**src/rtl/alu_mon_pkg.sv**
```systemverilog
// Shared definitions for the ALU result monitor: default widths, the layout
// of a buffered FIFO entry and the encoding of the overflow status FSM.
package alu_mon_pkg;

    localparam int DATA_W_DEF = 32;
    localparam int ERR_W_DEF  = 16;

    // An entry is {result, negative flag, zero flag, flag-check error}
    localparam int FLAG_BITS   = 3;
    localparam int ENTRY_W_DEF = DATA_W_DEF + FLAG_BITS;

    // Bit offsets of the fields inside one entry
    localparam int ERR_BIT  = 0;
    localparam int ZERO_BIT = 1;
    localparam int NEG_BIT  = 2;
    localparam int DATA_LSB = 3;

    typedef enum logic {
        ST_NORMAL     = 1'b0,
        ST_OVERFLOWED = 1'b1
    } status_state_t;

    function automatic int entry_width(input int data_w);
        return data_w + FLAG_BITS;
    endfunction

endpackage

```
**src/rtl/mon_fifo.sv**
```systemverilog
// Generic synchronous first-word-fall-through FIFO. The head entry is read
// combinationally from the storage array, so it is visible on the cycle after
// it was written and the following entry is visible on the cycle after a pop.
// Pushes into a full FIFO without a same-cycle pop and pops from an empty
// FIFO are ignored.
module mon_fifo #(
    parameter int WIDTH = 35,
    parameter int DEPTH = 8
) (
    input  logic                       clk,
    input  logic                       reset,
    input  logic                       push,
    input  logic                       pop,
    input  logic [WIDTH-1:0]           din,
    output logic [WIDTH-1:0]           dout,
    output logic [$clog2(DEPTH):0]     count,
    output logic                       full,
    output logic                       empty
);

    localparam int PTR_W = $clog2(DEPTH);
    localparam int CNT_W = PTR_W + 1;

    logic [WIDTH-1:0] mem [DEPTH];
    logic [PTR_W-1:0] wr_ptr;
    logic [PTR_W-1:0] rd_ptr;
    logic             do_push;
    logic             do_pop;

    assign full    = (count == CNT_W'(DEPTH));
    assign empty   = (count == '0);
    assign do_pop  = pop & ~empty;
    assign do_push = push & (~full | do_pop);
    assign dout    = mem[rd_ptr];

    // Storage array: written at the tail, contents need no reset
    always_ff @(posedge clk) begin
        if (do_push) begin
            mem[wr_ptr] <= din;
        end
    end

    // Pointers wrap naturally at DEPTH; occupancy follows push/pop
    always_ff @(posedge clk) begin
        if (!reset) begin
            wr_ptr <= '0;
            rd_ptr <= '0;
            count  <= '0;
        end else begin
            if (do_push) begin
                wr_ptr <= wr_ptr + PTR_W'(1);
            end
            if (do_pop) begin
                rd_ptr <= rd_ptr + PTR_W'(1);
            end
            case ({do_push, do_pop})
                2'b10:   count <= count + CNT_W'(1);
                2'b01:   count <= count - CNT_W'(1);
                default: count <= count;
            endcase
        end
    end

endmodule

```
**src/rtl/alu_result_monitor.sv**
```systemverilog
// Receiving end of the CPU result interface. Qualified samples of the ALU
// result and its N/Z flags are checked for flag consistency and buffered in a
// FWFT FIFO that drains over a valid/ready handshake. Samples arriving while
// the FIFO is full (and not popping) are dropped and flagged by a sticky
// overflow status; flag mismatches are counted in a saturating counter.
// Optional feature: define MON_CHANGE_ONLY_EN to qualify only samples that
// differ from the previously qualified one.
module alu_result_monitor
    import alu_mon_pkg::*;
#(
    parameter int DATA_W = DATA_W_DEF,
    parameter int DEPTH  = 8,
    parameter int ERR_W  = ERR_W_DEF
) (
    input  logic                   clk,
    input  logic                   reset,
    input  logic                   in_valid,
    input  logic [DATA_W-1:0]      alu_result,
    input  logic                   NegativeFlag,
    input  logic                   ZeroFlag,
    input  logic                   out_ready,
    input  logic                   clr_status,
    output logic                   out_valid,
    output logic [DATA_W-1:0]      out_data,
    output logic                   out_neg,
    output logic                   out_zero,
    output logic                   out_flag_err,
    output logic [$clog2(DEPTH):0] count,
    output logic                   full,
    output logic                   overflow,
    output logic [ERR_W-1:0]       err_count
);

    localparam int ENTRY_W = entry_width(DATA_W);
    localparam int CNT_W   = $clog2(DEPTH) + 1;

    logic               expected_z;
    logic               expected_n;
    logic               sample_err;
    logic               qualified;
    logic               pop;
    logic               push;
    logic               drop;
    logic [ENTRY_W-1:0] entry_in;
    logic [ENTRY_W-1:0] entry_head;
    logic [CNT_W-1:0]   fifo_count;
    logic               fifo_full;
    logic               fifo_empty;
    status_state_t      state;

    assign expected_z = (alu_result == '0);
    assign expected_n = alu_result[DATA_W-1];
    assign sample_err = (ZeroFlag != expected_z) | (NegativeFlag != expected_n);

`ifdef MON_CHANGE_ONLY_EN
    logic              have_last;
    logic [DATA_W+1:0] last_sample;
    logic [DATA_W+1:0] cur_sample;

    assign cur_sample = {alu_result, NegativeFlag, ZeroFlag};
    assign qualified  = in_valid & (~have_last | (cur_sample != last_sample));

    // Remember the last qualified sample, even when it ends up dropped
    always_ff @(posedge clk) begin
        if (!reset) begin
            have_last   <= 1'b0;
            last_sample <= '0;
        end else if (qualified) begin
            have_last   <= 1'b1;
            last_sample <= cur_sample;
        end
    end
`else
    assign qualified = in_valid;
`endif

    assign pop  = ~fifo_empty & out_ready;
    assign push = qualified & (~fifo_full | pop);
    assign drop = qualified & fifo_full & ~pop;

    // Pack one sample into the FIFO entry layout
    always_comb begin
        entry_in                       = '0;
        entry_in[DATA_LSB +: DATA_W]   = alu_result;
        entry_in[NEG_BIT]              = NegativeFlag;
        entry_in[ZERO_BIT]             = ZeroFlag;
        entry_in[ERR_BIT]              = sample_err;
    end

    mon_fifo #(
        .WIDTH (ENTRY_W),
        .DEPTH (DEPTH)
    ) u_fifo (
        .clk   (clk),
        .reset (reset),
        .push  (push),
        .pop   (pop),
        .din   (entry_in),
        .dout  (entry_head),
        .count (fifo_count),
        .full  (fifo_full),
        .empty (fifo_empty)
    );

    // Present the head entry; outputs read as zero while the FIFO is empty
    always_comb begin
        out_valid    = ~fifo_empty;
        out_data     = '0;
        out_neg      = 1'b0;
        out_zero     = 1'b0;
        out_flag_err = 1'b0;
        if (!fifo_empty) begin
            out_data     = entry_head[DATA_LSB +: DATA_W];
            out_neg      = entry_head[NEG_BIT];
            out_zero     = entry_head[ZERO_BIT];
            out_flag_err = entry_head[ERR_BIT];
        end
    end

    assign count    = fifo_count;
    assign full     = fifo_full;
    assign overflow = (state == ST_OVERFLOWED);

    // Overflow status: a drop always wins over a same-cycle clear
    always_ff @(posedge clk) begin
        if (!reset) begin
            state <= ST_NORMAL;
        end else begin
            case (state)
                ST_NORMAL: begin
                    if (drop) begin
                        state <= ST_OVERFLOWED;
                    end
                end
                ST_OVERFLOWED: begin
                    if (clr_status && !drop) begin
                        state <= ST_NORMAL;
                    end
                end
                default: state <= ST_NORMAL;
            endcase
        end
    end

    // Saturating mismatch counter; a same-cycle error survives a clear
    always_ff @(posedge clk) begin
        if (!reset) begin
            err_count <= '0;
        end else if (clr_status) begin
            err_count <= (qualified && sample_err) ? ERR_W'(1) : '0;
        end else if (qualified && sample_err && (err_count != {ERR_W{1'b1}})) begin
            err_count <= err_count + ERR_W'(1);
        end
    end

endmodule
```
**config.mk**
```make
export PLATFORM = sky130hd
export DESIGN_NAME = alu_result_monitor
export DESIGN_NICKNAME = d
export VERILOG_FILES = /design/src/rtl/alu_mon_pkg.sv /design/src/rtl/mon_fifo.sv /design/src/rtl/alu_result_monitor.sv
export SDC_FILE = /design/constraint.sdc
export NUM_CORES = 1
export LEC_CHECK = 0
export BUFFER_PORTS_ARGS = -buffer_cell sky130_fd_sc_hd__buf_2
export CORE_UTILIZATION = 42
export DETAILED_ROUTE_END_ITERATION = 10
export SLEW_MARGIN = 20
export SYNTH_ARGS = -nofsm -noshare
export SYNTH_HDL_FRONTEND = slang
export SYNTH_SLANG_ARGS = --single-unit
```
**constraint.sdc**
```tcl
create_clock -name clk -period 12.8 [get_ports clk]
set_input_delay 3.2 -clock clk [delete_from_list [all_inputs] [get_ports clk]]
set_output_delay 3.2 -clock clk [all_outputs]
set_load 0.02 [all_outputs]
```
Word-level counts from Yosys, hierarchy flattened
Memories as Yosys holds them, arrays and structs flattened. A register that Yosys moved wholly into a read port is not among the register bits.
Index checks and enable logic that the tools add are counted.
Cells by class
  equal/unequal tests: 6
  $add $sub $neg: 5
  mux-type cells: 15
  reductions and logical operators: 8
  bitwise logic cells: 13
Operators with widths (number)
  32-bit logical NOT: 1
  16-bit two-way mux: 2
  32-bit two-way mux: 1
  16-bit by 1-bit adder with 16-bit output, second input constant: 1
  16-bit != test, second input constant: 1
  1-bit two-way mux: 8
  4-bit case mux with 2 select lines: 1
  3-bit by 1-bit adder with 3-bit output, second input constant: 2
  1-bit AND: 6
  3-bit two-way mux: 2
  4-bit by 1-bit adder with 4-bit output, second input constant: 1
  4-bit equality test, second input constant: 1
  4-bit logical NOT: 1
  1-bit NOT: 4
  2-bit nonzero test: 2
  4-bit by 1-bit subtractor with 4-bit output, second input constant: 1
  1-bit logical AND: 3
  1-bit bitwise OR: 3
  2-bit by 1-bit equality test with 1-bit output, second input constant: 1
  2-bit equality test, second input constant: 1
  1-bit != test: 2
  1-bit case mux with 2 select lines: 1
  1-bit logical NOT: 1
Storage, ports and cells
  memory bits (writable): 280
  memories: 1
  register bits: 27
  output and inout bits: 58
  logic and storage cells: 53
  input port bits: 39
Memory list
  u_fifo.mem: depth 8, bits a word 35, read ports 1, clocked after Yosys merged registers in 1, write ports 1, RTL line mon_fifo.sv:24  | logic [WIDTH-1:0] mem [DEPTH];

Depth between registers and ports, before layout
Gate-level depths: netlist (run 1).
  depth after elaboration: 9
  depth in mapped cells: 12
  mapped depth without buffers: 11

Modules after synthesis
From an unflattened synthesis (run 1), not the netlist that was laid out.
Second synthesis, totals
  cell total of the unflattened synthesis: 659
  area, all modules: 12639.6 µm²
Modules (own cells, without submodules)
  mon_fifo: area an instance 11413.4 µm², cells each 493, seq. area each 8668.3 µm², instances 1
  alu_result_monitor: area an instance 1226.2 µm², cells each 166, seq. area each 340.3 µm², instances 1

Worst setup path before layout (run 1)
No wires, ideal clock.
  kind: input to register
  start point: input port in_valid
  end point: memory u_fifo.mem[0][0], enable pin
  buffers on the path: 0
  arrival: 6.258 ns
  stages on the path: 5
  data required time: 12.329 ns
  setup slack: 6.071 ns
  setup time: 0.471 ns
  cell sequence: inv_1 > nor2_1 > inv_1 > or2_2 > nor3_1
Between the ends
  cells in the longest elaborated chain, start to end: 4
Ends and longest elaborated chain
  start, declared: RTL line alu_result_monitor.sv:17  | input logic in_valid,
  1-bit AND: RTL line alu_result_monitor.sv:78  | assign push = qualified & (~fifo_full | pop);
  1-bit AND: RTL line mon_fifo.sv:33  | assign do_push = push & (~full | do_pop);
  1-bit two-way mux: RTL line mon_fifo.sv:38  | if (do_push) begin
  1-bit two-way mux (implied by the code): RTL line mon_fifo.sv:39  | mem[wr_ptr] <= din;
  end, declared: RTL line mon_fifo.sv:24
Every way passes these cells.

==> results of run 1 <==
[power groups by stage]
| stage | sequential, W | combinational [W] | clock [W] |
|---|---|---|---|
| 2_1_floorplan | 0.00118 | 0.000477 | 0 |
| 3_3_place_gp | 0.00120 | 0.000662 | 0 |
| 3_5_place_dp | 0.00120 | 0.000667 | 0 |
| 4_1_cts | 0.00118 | 0.000669 | 0.000932 |
| 5_1_grt | 0.00119 | 0.000711 | 0.000968 |
| 6_report | 0.00118 | 0.000654 | 0.000912 |
[layout make-up]
cell class | count | area [um2] | share of cell area
timing repair buffer | 108 | 574 | 0.0401
clock inverter | 17 | 140 | 0.00979
multi-input combinational | 308 | 3180 | 0.222
sequential | 310 | 9010 | 0.630
inverter | 6 | 22.5 | 0.00157
clock buffer | 41 | 898 | 0.0628
tap | 384 | 480 | 0.0336
[layout by cell type, fill, tap and decap left out, types with 7 or more instances in the layout]
master	n
or3_1	13
clkbuf_16	35
buf_2	96
nand2_1	28
nor2_1	41
dfxtp_1	27
o21ai_0	13
and2_1	7
clkinv_2	7
buf_4	11
mux4_2	70
edfxtp_1	280
nor4_1	7
or4_1	8
mux2i_1	38
a21oi_1	13
[logic make-up (layout without fill, tap and decap cells)]
family / count (synthesis) / count (layout)
XOR/XNOR: 8 / 8
buffers and inverters: 37 / 172
flip-flops: 310 / 310
AO/OA/AOI/OAI: 35 / 35
AND/OR/NAND/NOR: 150 / 150
adder cells (fa/ha/maj): 6 / 6
multiplexers: 109 / 109
[flip-flops by register name, indices dropped and copies added (netlist names), named ones only]
name           flops
overflow           1
u_fifo.rd_ptr      3
u_fifo.mem       280
u_fifo.count       4
err_count         16
u_fifo.wr_ptr      3
[final timing paths]
path / from / endpoint / slack [ps] / cells past startpoint
min reg2reg: u_fifo.wr_ptr[0] / u_fifo.wr_ptr[0] / 500 / 2
min: u_fifo.wr_ptr[0] / u_fifo.wr_ptr[0] / 500 / 2
max reg2reg: u_fifo.count[1] / u_fifo.count[2] / 9870 / 12
max: flop / out_data[7] / 6720 / 5
[routing by layer]
metal | track usage | share of wire
met5 | 0 | 0.00040
met4 | 0.0428 | 0.017
met3 | 0.0303 | 0.054
met2 | 0.301 | 0.50
met1 | 0.230 | 0.42
[through the flow]
step	util	area (um2)	worst slack [ps]	power, W
finish	0.498	14300	6720	0.00275
global route	0.498	14300	6470	0.00287
CTS	0.498	14300	6340	0.00278
detailed placement	0.462	13300	6490	0.00187
global placement	0.462	13300	6560	0.00186
floorplan	-	12300	6070	0.00166
[worst reg2reg max path: cells and delay by family (launching register included)]
family,cells,cell delay (ps)
buffers and inverters,3,660
adders and majority gates,2,450
AOI/OAI and AO/OA,2,310
xor gates and xnor gates,2,270
DFF,1,410
and+or+nand+nor,3,750
==> flow_summary_export.csv, run 1 <==
group,metric,value,unit
run_status,status,"finished clean",
power_and_ir_drop,p_clk_frac,0.332,
power_and_ir_drop,vdd_ir_drop_max,0.000252,V
synthesis,synth_top_family_by_area,"multiplexers",
sta,tightest_slew,1040,ps
sta,hold_ws,503,ps
clock_tree,ctsRootBufferMaster,"clkbuf_16",
routing,vias,6327,
clock_tree,cts_buffers,34,
synthesis,synth_adder_area_share,0.00611,
sta,finalClockSkew,18.2,ps
min_path,hp-class,"reg2reg",
sta,fmax,0.164,GHz
worst_setup_path,crit_slowest_cell,"buf_6",
synthesis,avgSynthCellArea,18.8,um2
synthesis,synth_common_cells,"edfxtp_1 (280), mux4_2 (70), nor2_1 (47)",
global_route,grt_max_degree,71,
place,gp_congestion,0.814,
flow_run,max_cap_violations,0,
synthesis,synthCells,655,
synthesis,synth_edf_count,280,
clock_tree,cts.sinks,310,
synthesis,synth-main-ff-cell,"edfxtp_1",
floorplanning,die_h,173,um
sta,max-slew-margin-rel,0.307,
routing,ant_nets,0,
floorplanning,die_w,173,um
sta,final-max-slew-violation-count,0,
place,dp.cells,1116,
floorplanning,die_area,29900,um2
routing,drc,0,
floorplanning,core.rowCount,62,
synthesis,ys_seq_area_frac,0.733,
floorplanning,start_util,0.428,
synthesis,ys_types,42,
routing,drtIter0Drc,583,
power_and_ir_drop,power_leakage,4.65,nW
worst_setup_path,critPathRequiredTime,9600,ps
synthesis,syn_nets,700,
synthesis,syn-cell-area,12300,um2
synthesis,synthSimpleGateAreaFrac,0.0653,
synthesis,synth-xor-area-share,0.00570,
finish,stdcell_count,1174,
finish,area_growth,16.5,%
worst_setup_path,end_kind,"output port",
clock_tree,clock_latency,500,ps
sta,final-hold-violation-count,0,
synthesis,synth_area_leaders,"edfxtp_1 (68%), mux4_2 (13%), dfxtp_1 (4.9%), mux2i_1 (3.2%), nor2_1 (1.4%)",
synthesis,muxShareOfSynthArea,0.160,
clock_tree,cts_tree,"done",
clock_tree,h-tree-depth,2,
place,dp.final_hpwl,13400,um
worst_setup_path,critPathArrivalTime,2880,ps
routing,wl_per_cell,21.4,um
worst_setup_path,criticalPathCategory,"reg2out",
worst_setup_path,path_buf_inv,2,
power_and_ir_drop,p_per_area,192,nW/um2
worst_setup_path,start_kind,"flop",
clock_tree,cts.path.max_buffers,3,
global_route,grt-ovfl-total,0,
clock_tree,postCtsSetupBuffers,0,
finish,drive_above_1_share,0.313,
synthesis,netlist.area_leader.share,0.685,
worst_setup_path,path_delay_family,"buffers and inverters",
power_and_ir_drop,net-switching-power,0.000792,W
power_and_ir_drop,seqPwrFrac,0.430,
worst_setup_path,cp_cell_sequence,"buf_6 > mux4_2 > mux2i_1 > nor2_1 > buf_2",
sta,fin_crit,6080,ps
synthesis,synth_top_area_cell,"edfxtp_1",
worst_setup_path,max_stage_delay,640,ps
synthesis,ys_warn_count,0,
sta,period_share,0.475,
sta,rsz0062_at_grt,"false",
floorplanning,io-pin-count,97,
finish,n_antenna_cell,0,
worst_setup_path,crit_fanout,50,
power_and_ir_drop,sw_frac_of_total,0.288,
finish,fin_nets,813,
power_and_ir_drop,p_comb_frac,0.238,
power_and_ir_drop,intPower,0.00196,W
finish,fillers,2371,
synthesis,synth.most_common_cell,"edfxtp_1",
global_route,antenna_found_initial,1,
synthesis,synth-seq-cells,310,
clock_tree,hold_buffers,0,
routing,dr.pass1.iters,4,
synthesis,synth-compound-area-share,0.0159,
clock_tree,clkSlewWorstSetupHoldPaths,60,ps
global_route,grt_pass1_wl,39800,um
global_route,grtUsageTotal,0.174,
routing,drt-total-wl,25100,um
synthesis,synth_async_sr_flop_share,0,
sta,setup_viol,0,
global_route,grt_pass1_vias,6844,
routing,viasPerCell,5.39,
floorplanning,coreArea,28700,um2
clock_tree,ctsResizeCount,0,
place,io_buffers,96,
sta,fin_setup_tns,0,ps
No activity file was read; power rests on OpenSTA's default activity.
==> run 2, diff against run 1 <==
Settings changed: ABC_AREA from default to 1.
Clock period 12.8 ns to 5.83 ns, I/O delays scaled along.
==> flow_summary_export.csv, run 2 <==
group,metric,value,unit
global_route,grt_pass1_wl,44700,um
synthesis,synth_area_leaders,"edfxtp_1 (67%), nor2_1 (8.0%), o21ai_0 (7.7%), dfxtp_1 (4.8%), a31oi_1 (1.7%)",
sta,tightest_slew,1030,ps
finish,final_common_cell,"edfxtp_1",
synthesis,synth_edf_count,280,
clock_tree,clock_latency,500,ps
floorplanning,coreArea,29000,um2
finish,n_antenna_cell,0,
worst_setup_path,reg2reg_depth,9,
routing,vias,8165,
synthesis,ys_warn_count,0,
worst_setup_path,crit_slowest_cell,"buf_4",
run_status,status,"finished clean",
synthesis,synth-seq-cells,310,
global_route,grt_max_degree,96,
worst_setup_path,max_stage_delay,840,ps
routing,viasPerCell,5.23,
finish,stdcell_count,1561,
sta,setup_viol,0,
global_route,grt_pass1_vias,7975,
finish,fin_nets,1201,
finish,reg_top3,"u_fifo.mem x280, err_count x16, u_fifo.count x4",
global_route,grtUsageTotal,0.189,
worst_setup_path,end_kind,"output port",
floorplanning,core.rowCount,62,
sta,final-max-slew-violation-count,0,
global_route,grt-ovfl-total,0,
worst_setup_path,criticalPathCategory,"reg2out",
finish,regMostFlops,"u_fifo.mem",
worst_setup_path,critPathRequiredTime,4370,ps
synthesis,synth.most_common_cell,"edfxtp_1",
floorplanning,die_h,175,um
routing,drt-total-wl,28500,um
place,dp.cells,1504,
power_and_ir_drop,vdd_ir_drop_max,0.000234,V
synthesis,synthCells,1066,
worst_setup_path,cp_common_cell,"o21ai_0",
power_and_ir_drop,p_per_area,435,nW/um2
synthesis,syn-cell-area,12500,um2
synthesis,synth_async_sr_flop_share,0,
clock_tree,cts.sinks,310,
synthesis,ys_types,29,
sta,setup_ws,1290,ps
min_path,worstHoldStart,"u_fifo.rd_ptr[2]",
clock_tree,cts_buffers,34,
sta,max-slew-margin-rel,0.315,
synthesis,netlist.area_leader.share,0.671,
worst_setup_path,r2r_setup_slack,3010,ps
routing,dr.pass1.iters,5,
worst_setup_path,start_kind,"flop",
power_and_ir_drop,power_leakage,5.04,nW
worst_setup_path,critPathArrivalTime,3080,ps
floorplanning,die_area,30500,um2
synthesis,avgSynthCellArea,11.8,um2
finish,final_cell_mix,"edfxtp_1 (280), nor2_1 (258), o21ai_0 (192), buf_2 (96), nand2_1 (53)",
place,dp.final_hpwl,15600,um
place,io_buffers,96,
global_route,antenna_found_initial,1,
clock_tree,h-tree-depth,2,
finish,area_growth,15.5,%
clock_tree,hold_buffers,0,
routing,ant_nets,0,
synthesis,synth-main-ff-cell,"edfxtp_1",
sta,period_share,0.778,
worst_setup_path,path_buf_inv,2,
synthesis,syn_nets,1111,
floorplanning,die_w,175,um
synthesis,synth_top_area_cell,"edfxtp_1",
flow_run,max_cap_violations,0,
place,dp_slack,1750,ps
finish,largest_register_ffs,280,
worst_setup_path,path_delay_family,"buffers and inverters",
worst_setup_path,worst_r2r_endpoint,"u_fifo.mem[6][15]",
finish,drive_above_1_share,0.150,
finish,fin_util,0.499,
routing,drtIter0Drc,594,
sta,fin_crit,4540,ps
clock_tree,cts.path.max_buffers,3,
worst_setup_path,cp_cell_sequence,"buf_4 > o21ai_0 > o22ai_1 > o21ai_0 > a31oi_1 > buf_2",
routing,drc,0,
clock_tree,ctsRootBufferMaster,"clkbuf_16",
clock_tree,clkSlewWorstSetupHoldPaths,60,ps
worst_setup_path,r2r-start,"u_fifo.count[0]",
sta,fin_setup_tns,0,ps
sta,final-hold-violation-count,0,
floorplanning,io-pin-count,97,
finish,fillers,2606,
clock_tree,cts_tree,"done",
synthesis,synth_common_cells,"edfxtp_1 (280), nor2_1 (266), o21ai_0 (192)",
routing,wl_per_cell,18.3,um
worst_setup_path,crit_fanout,89,
clock_tree,postCtsSetupBuffers,0,
floorplanning,start_util,0.432,
synthesis,ys_seq_area_frac,0.719,
min_path,hp-class,"reg2reg",
clock_tree,ctsResizeCount,0,
sta,fmax,0.220,GHz
min_path,min_path_cells,2,
place,gp_congestion,0.773,
sta,finalClockSkew,11.9,ps
sta,rsz0062_at_grt,"false",
-- run 2: changes by cell type after synthesis, sizes merged, moves of 34 or more --
cell | before | now
a31oi | 0 | 35
mux2i | 39 | 0
nor2 | 49 | 267
o21ai | 13 | 192
mux4 | 70 | 0
inv | 6 | 40
-- run 2: layout make-up --
type | count | area, um2 | share of cell area
clock inverter | 11 | 85.1 | 0.00588
inverter | 42 | 159 | 0.0110
multi-input combinational | 657 | 3200 | 0.221
timing repair buffer | 111 | 606 | 0.0418
tap | 384 | 480 | 0.0332
sequential | 310 | 9010 | 0.623
clock buffer | 46 | 937 | 0.0647
-- run 2: how the worst max path moves through the flow --
stage / from / to / cells past startpoint
finish: flop / out_data[16] / 6
global placement: flop / out_data[7] / 7
detailed placement: flop / out_data[7] / 7
global route: flop / out_data[10] / 7
floorplan: out_ready / u_fifo.mem[0][0] / 6
CTS: flop / out_data[10] / 7
-- run 2: layer usage --
layer,part of all wire,global-route usage
met1,0.46,0.256
met2,0.48,0.317
met3,0.049,0.0344
met4,0.016,0.0449
met5,0.00046,0
-- run 2: worst register-to-register path, stage by stage, from the launching register on --
cell and delay [ps]:
dfxtp_1 410, nor2_1 70, inv_1 70, nor3_1 50
nand2_1 90, nand2_1 180, inv_1 150, nand2_1 260
nor2_4 870, buf_4 380
-- run 2: per-stage QoR --
stage               hold slack, ps  area, um2  total power, W
floorplan                      433      12500         0.00378
global placement               449      13500         0.00439
global route                   482      14500         0.00664
finish                         462      14500         0.00630
CTS                            467      14500         0.00638
detailed placement             456      13500         0.00440
-- run 2: power by group --
part | internal (W) | switching [W] | leakage (nW)
sequential | 0.00251 | 0.0000715 | 2.79
combinational | 0.000525 | 0.00122 | 1.75
clock | 0.00117 | 0.000809 | 0.496
total | 0.00421 | 0.00210 | 5.04
-- run 2: logic make-up (layout without fill, tap and decap cells) --
group,count (synthesis),in the layout,share of synthesized area
AND/OR/NAND/NOR,352,352,0.114
XOR/XNOR,11,11,0.00769
flip-flops,310,310,0.719
adder cells (fa/ha/maj),6,6,0.00599
AO/OA/AOI/OAI,288,288,0.123
buffers and inverters,99,210,0.0307
==> run 3, diff against run 2 <==
Clock period 5.83 ns to 4.4 ns, I/O delays scaled along.
==> flow_summary_export.csv, run 3 (same netlist as run 2, synthesis figures left out) <==
group,metric,value,unit
clock_tree,clock_latency,500,ps
sta,final-max-slew-violation-count,0,
routing,drt-total-wl,29400,um
sta,rsz0062_at_grt,"false",
sta,tightest_slew,1060,ps
finish,largest_register_ffs,280,
routing,drtIter0Drc,643,
clock_tree,h-tree-depth,2,
sta,max-slew-margin-rel,0.294,
min_path,hp-class,"reg2reg",
sta,final-hold-violation-count,0,
finish,fin_util,0.509,
floorplanning,coreArea,29000,um2
place,dp.final_hpwl,17300,um
worst_setup_path,max_stage_delay,770,ps
sta,setup_viol,0,
routing,viasPerCell,5.33,
worst_setup_path,end_kind,"output port",
floorplanning,die_h,175,um
clock_tree,ctsRootBufferMaster,"clkbuf_16",
worst_setup_path,critPathArrivalTime,2710,ps
finish,final_common_cell,"edfxtp_1",
finish,finalInstanceArea,14800,um2
clock_tree,hold_buffers,0,
place,io_buffers,96,
worst_setup_path,crit_fanout,21,
power_and_ir_drop,p_per_area,593,nW/um2
clock_tree,postCtsSetupBuffers,0,
clock_tree,ctsResizeCount,0,
sta,fin_crit,3810,ps
clock_tree,cts_tree,"done",
worst_setup_path,cp_cell_sequence,"nor2_1 > inv_1 > nor3_1 > inv_1 > o21ai_0 > a31oi_1 > buf_2",
sta,finalClockSkew,12.7,ps
global_route,grt_max_degree,70,
floorplanning,die_area,30500,um2
floorplanning,core.rowCount,62,
power_and_ir_drop,power_leakage,5.18,nW
power_and_ir_drop,vdd_ir_drop_max,0.000250,V
finish,final_cell_mix,"edfxtp_1 (280), nor2_1 (258), o21ai_0 (192), buf_2 (96), nand2_1 (53)",
finish,drive_above_1_share,0.163,
sta,fin_setup_tns,0,ps
global_route,grt-ovfl-total,0,
floorplanning,io-pin-count,97,
worst_setup_path,crit_slowest_cell,"inv_1",
global_route,grt_pass1_vias,8167,
floorplanning,die_w,175,um
worst_setup_path,cp_common_cell,"inv_1",
finish,fin_nets,1211,
flow_run,max_cap_violations,0,
run_status,status,"finished clean",
finish,n_antenna_cell,0,
sta,period_share,0.866,
finish,area_growth,18.0,%
floorplanning,start_util,0.432,
finish,reg_top3,"u_fifo.mem x280, err_count x16, u_fifo.count x4",
worst_setup_path,criticalPathCategory,"reg2out",
clock_tree,cts.path.max_buffers,3,
routing,ant_nets,0,
global_route,antenna_found_initial,1,
place,place_area,13600,um2
clock_tree,clkSlewWorstSetupHoldPaths,60,ps
global_route,grtUsageTotal,0.194,
routing,drc,0,
clock_tree,cts.sinks,310,
routing,wl_per_cell,18.7,um
global_route,grt_pass1_wl,45800,um
place,gp_congestion,0.778,
routing,dr.pass1.iters,5,
finish,regMostFlops,"u_fifo.mem",
routing,vias,8396,
clock_tree,cts_buffers,34,
sta,fmax,0.262,GHz
worst_setup_path,critPathRequiredTime,3300,ps
worst_setup_path,start_kind,"flop",
[run 3: changes by cell type in the layout (fill, tap and decap cells not counted), moves of 2 or more]
cell,delta
bufinv_16,+3
clkbuf_16,+2
clkbuf_1,-5
buf_4,+4
buf_12,+6
[run 3: routing by layer]
layer	vias up	track usage	routed length, um
met4	2	0.0627	729
met5	-	0	13
met2	258	0.317	13800
met3	60	0.0379	1750
li1	4033	-	-
met1	4043	0.259	13100
[run 3: through the flow]
stage | setup slack [ps] | power, W | hold WS [ps] | cells
finish | 589 | 0.00877 | 464 | 1575
floorplan | 949 | 0.00501 | 433 | 1066
global route | 399 | 0.00919 | 495 | 1575
detailed placement | 1160 | 0.00591 | 452 | 1514
CTS | 618 | 0.00883 | 467 | 1575
global placement | 1230 | 0.00588 | 452 | 1514
[run 3: worst paths after layout]
| check | to | startpoint | slack, ps | depth (start not counted) |
|---|---|---|---|---|
| setup reg to reg | u_fifo.mem[4][7] | u_fifo.count[0] | 1850 | 9 |
| setup / recovery | out_data[18] | u_fifo.count[0] | 590 | 7 |
| hold / removal | u_fifo.rd_ptr[2] | u_fifo.rd_ptr[2] | 460 | 2 |
| hold reg to reg | u_fifo.rd_ptr[2] | u_fifo.rd_ptr[2] | 460 | 2 |
[run 3: final cells by class]
cell class | instances | area, um2
fillers | 2556 | 14200
clock buffers | 44 | 982
multi-input cells | 657 | 3200
repair buffers | 121 | 756
flip-flops and latches | 310 | 9010
clock inverters | 17 | 194
well taps | 384 | 480
inverters | 42 | 159
[run 3: worst max-delay path: cells and delay by family (launching register included)]
family | cells | cell delay [ps]
simple gates | 2 | 130
compound gates | 2 | 570
flops | 1 | 420
buf+inv | 3 | 1090
[run 3: where the power goes]
group,internal (W),total [W],switching [W]
Sequential,0.00333,0.00341,0.0000822
Combinational,0.000745,0.00242,0.00168
Clock,0.00181,0.00293,0.00112
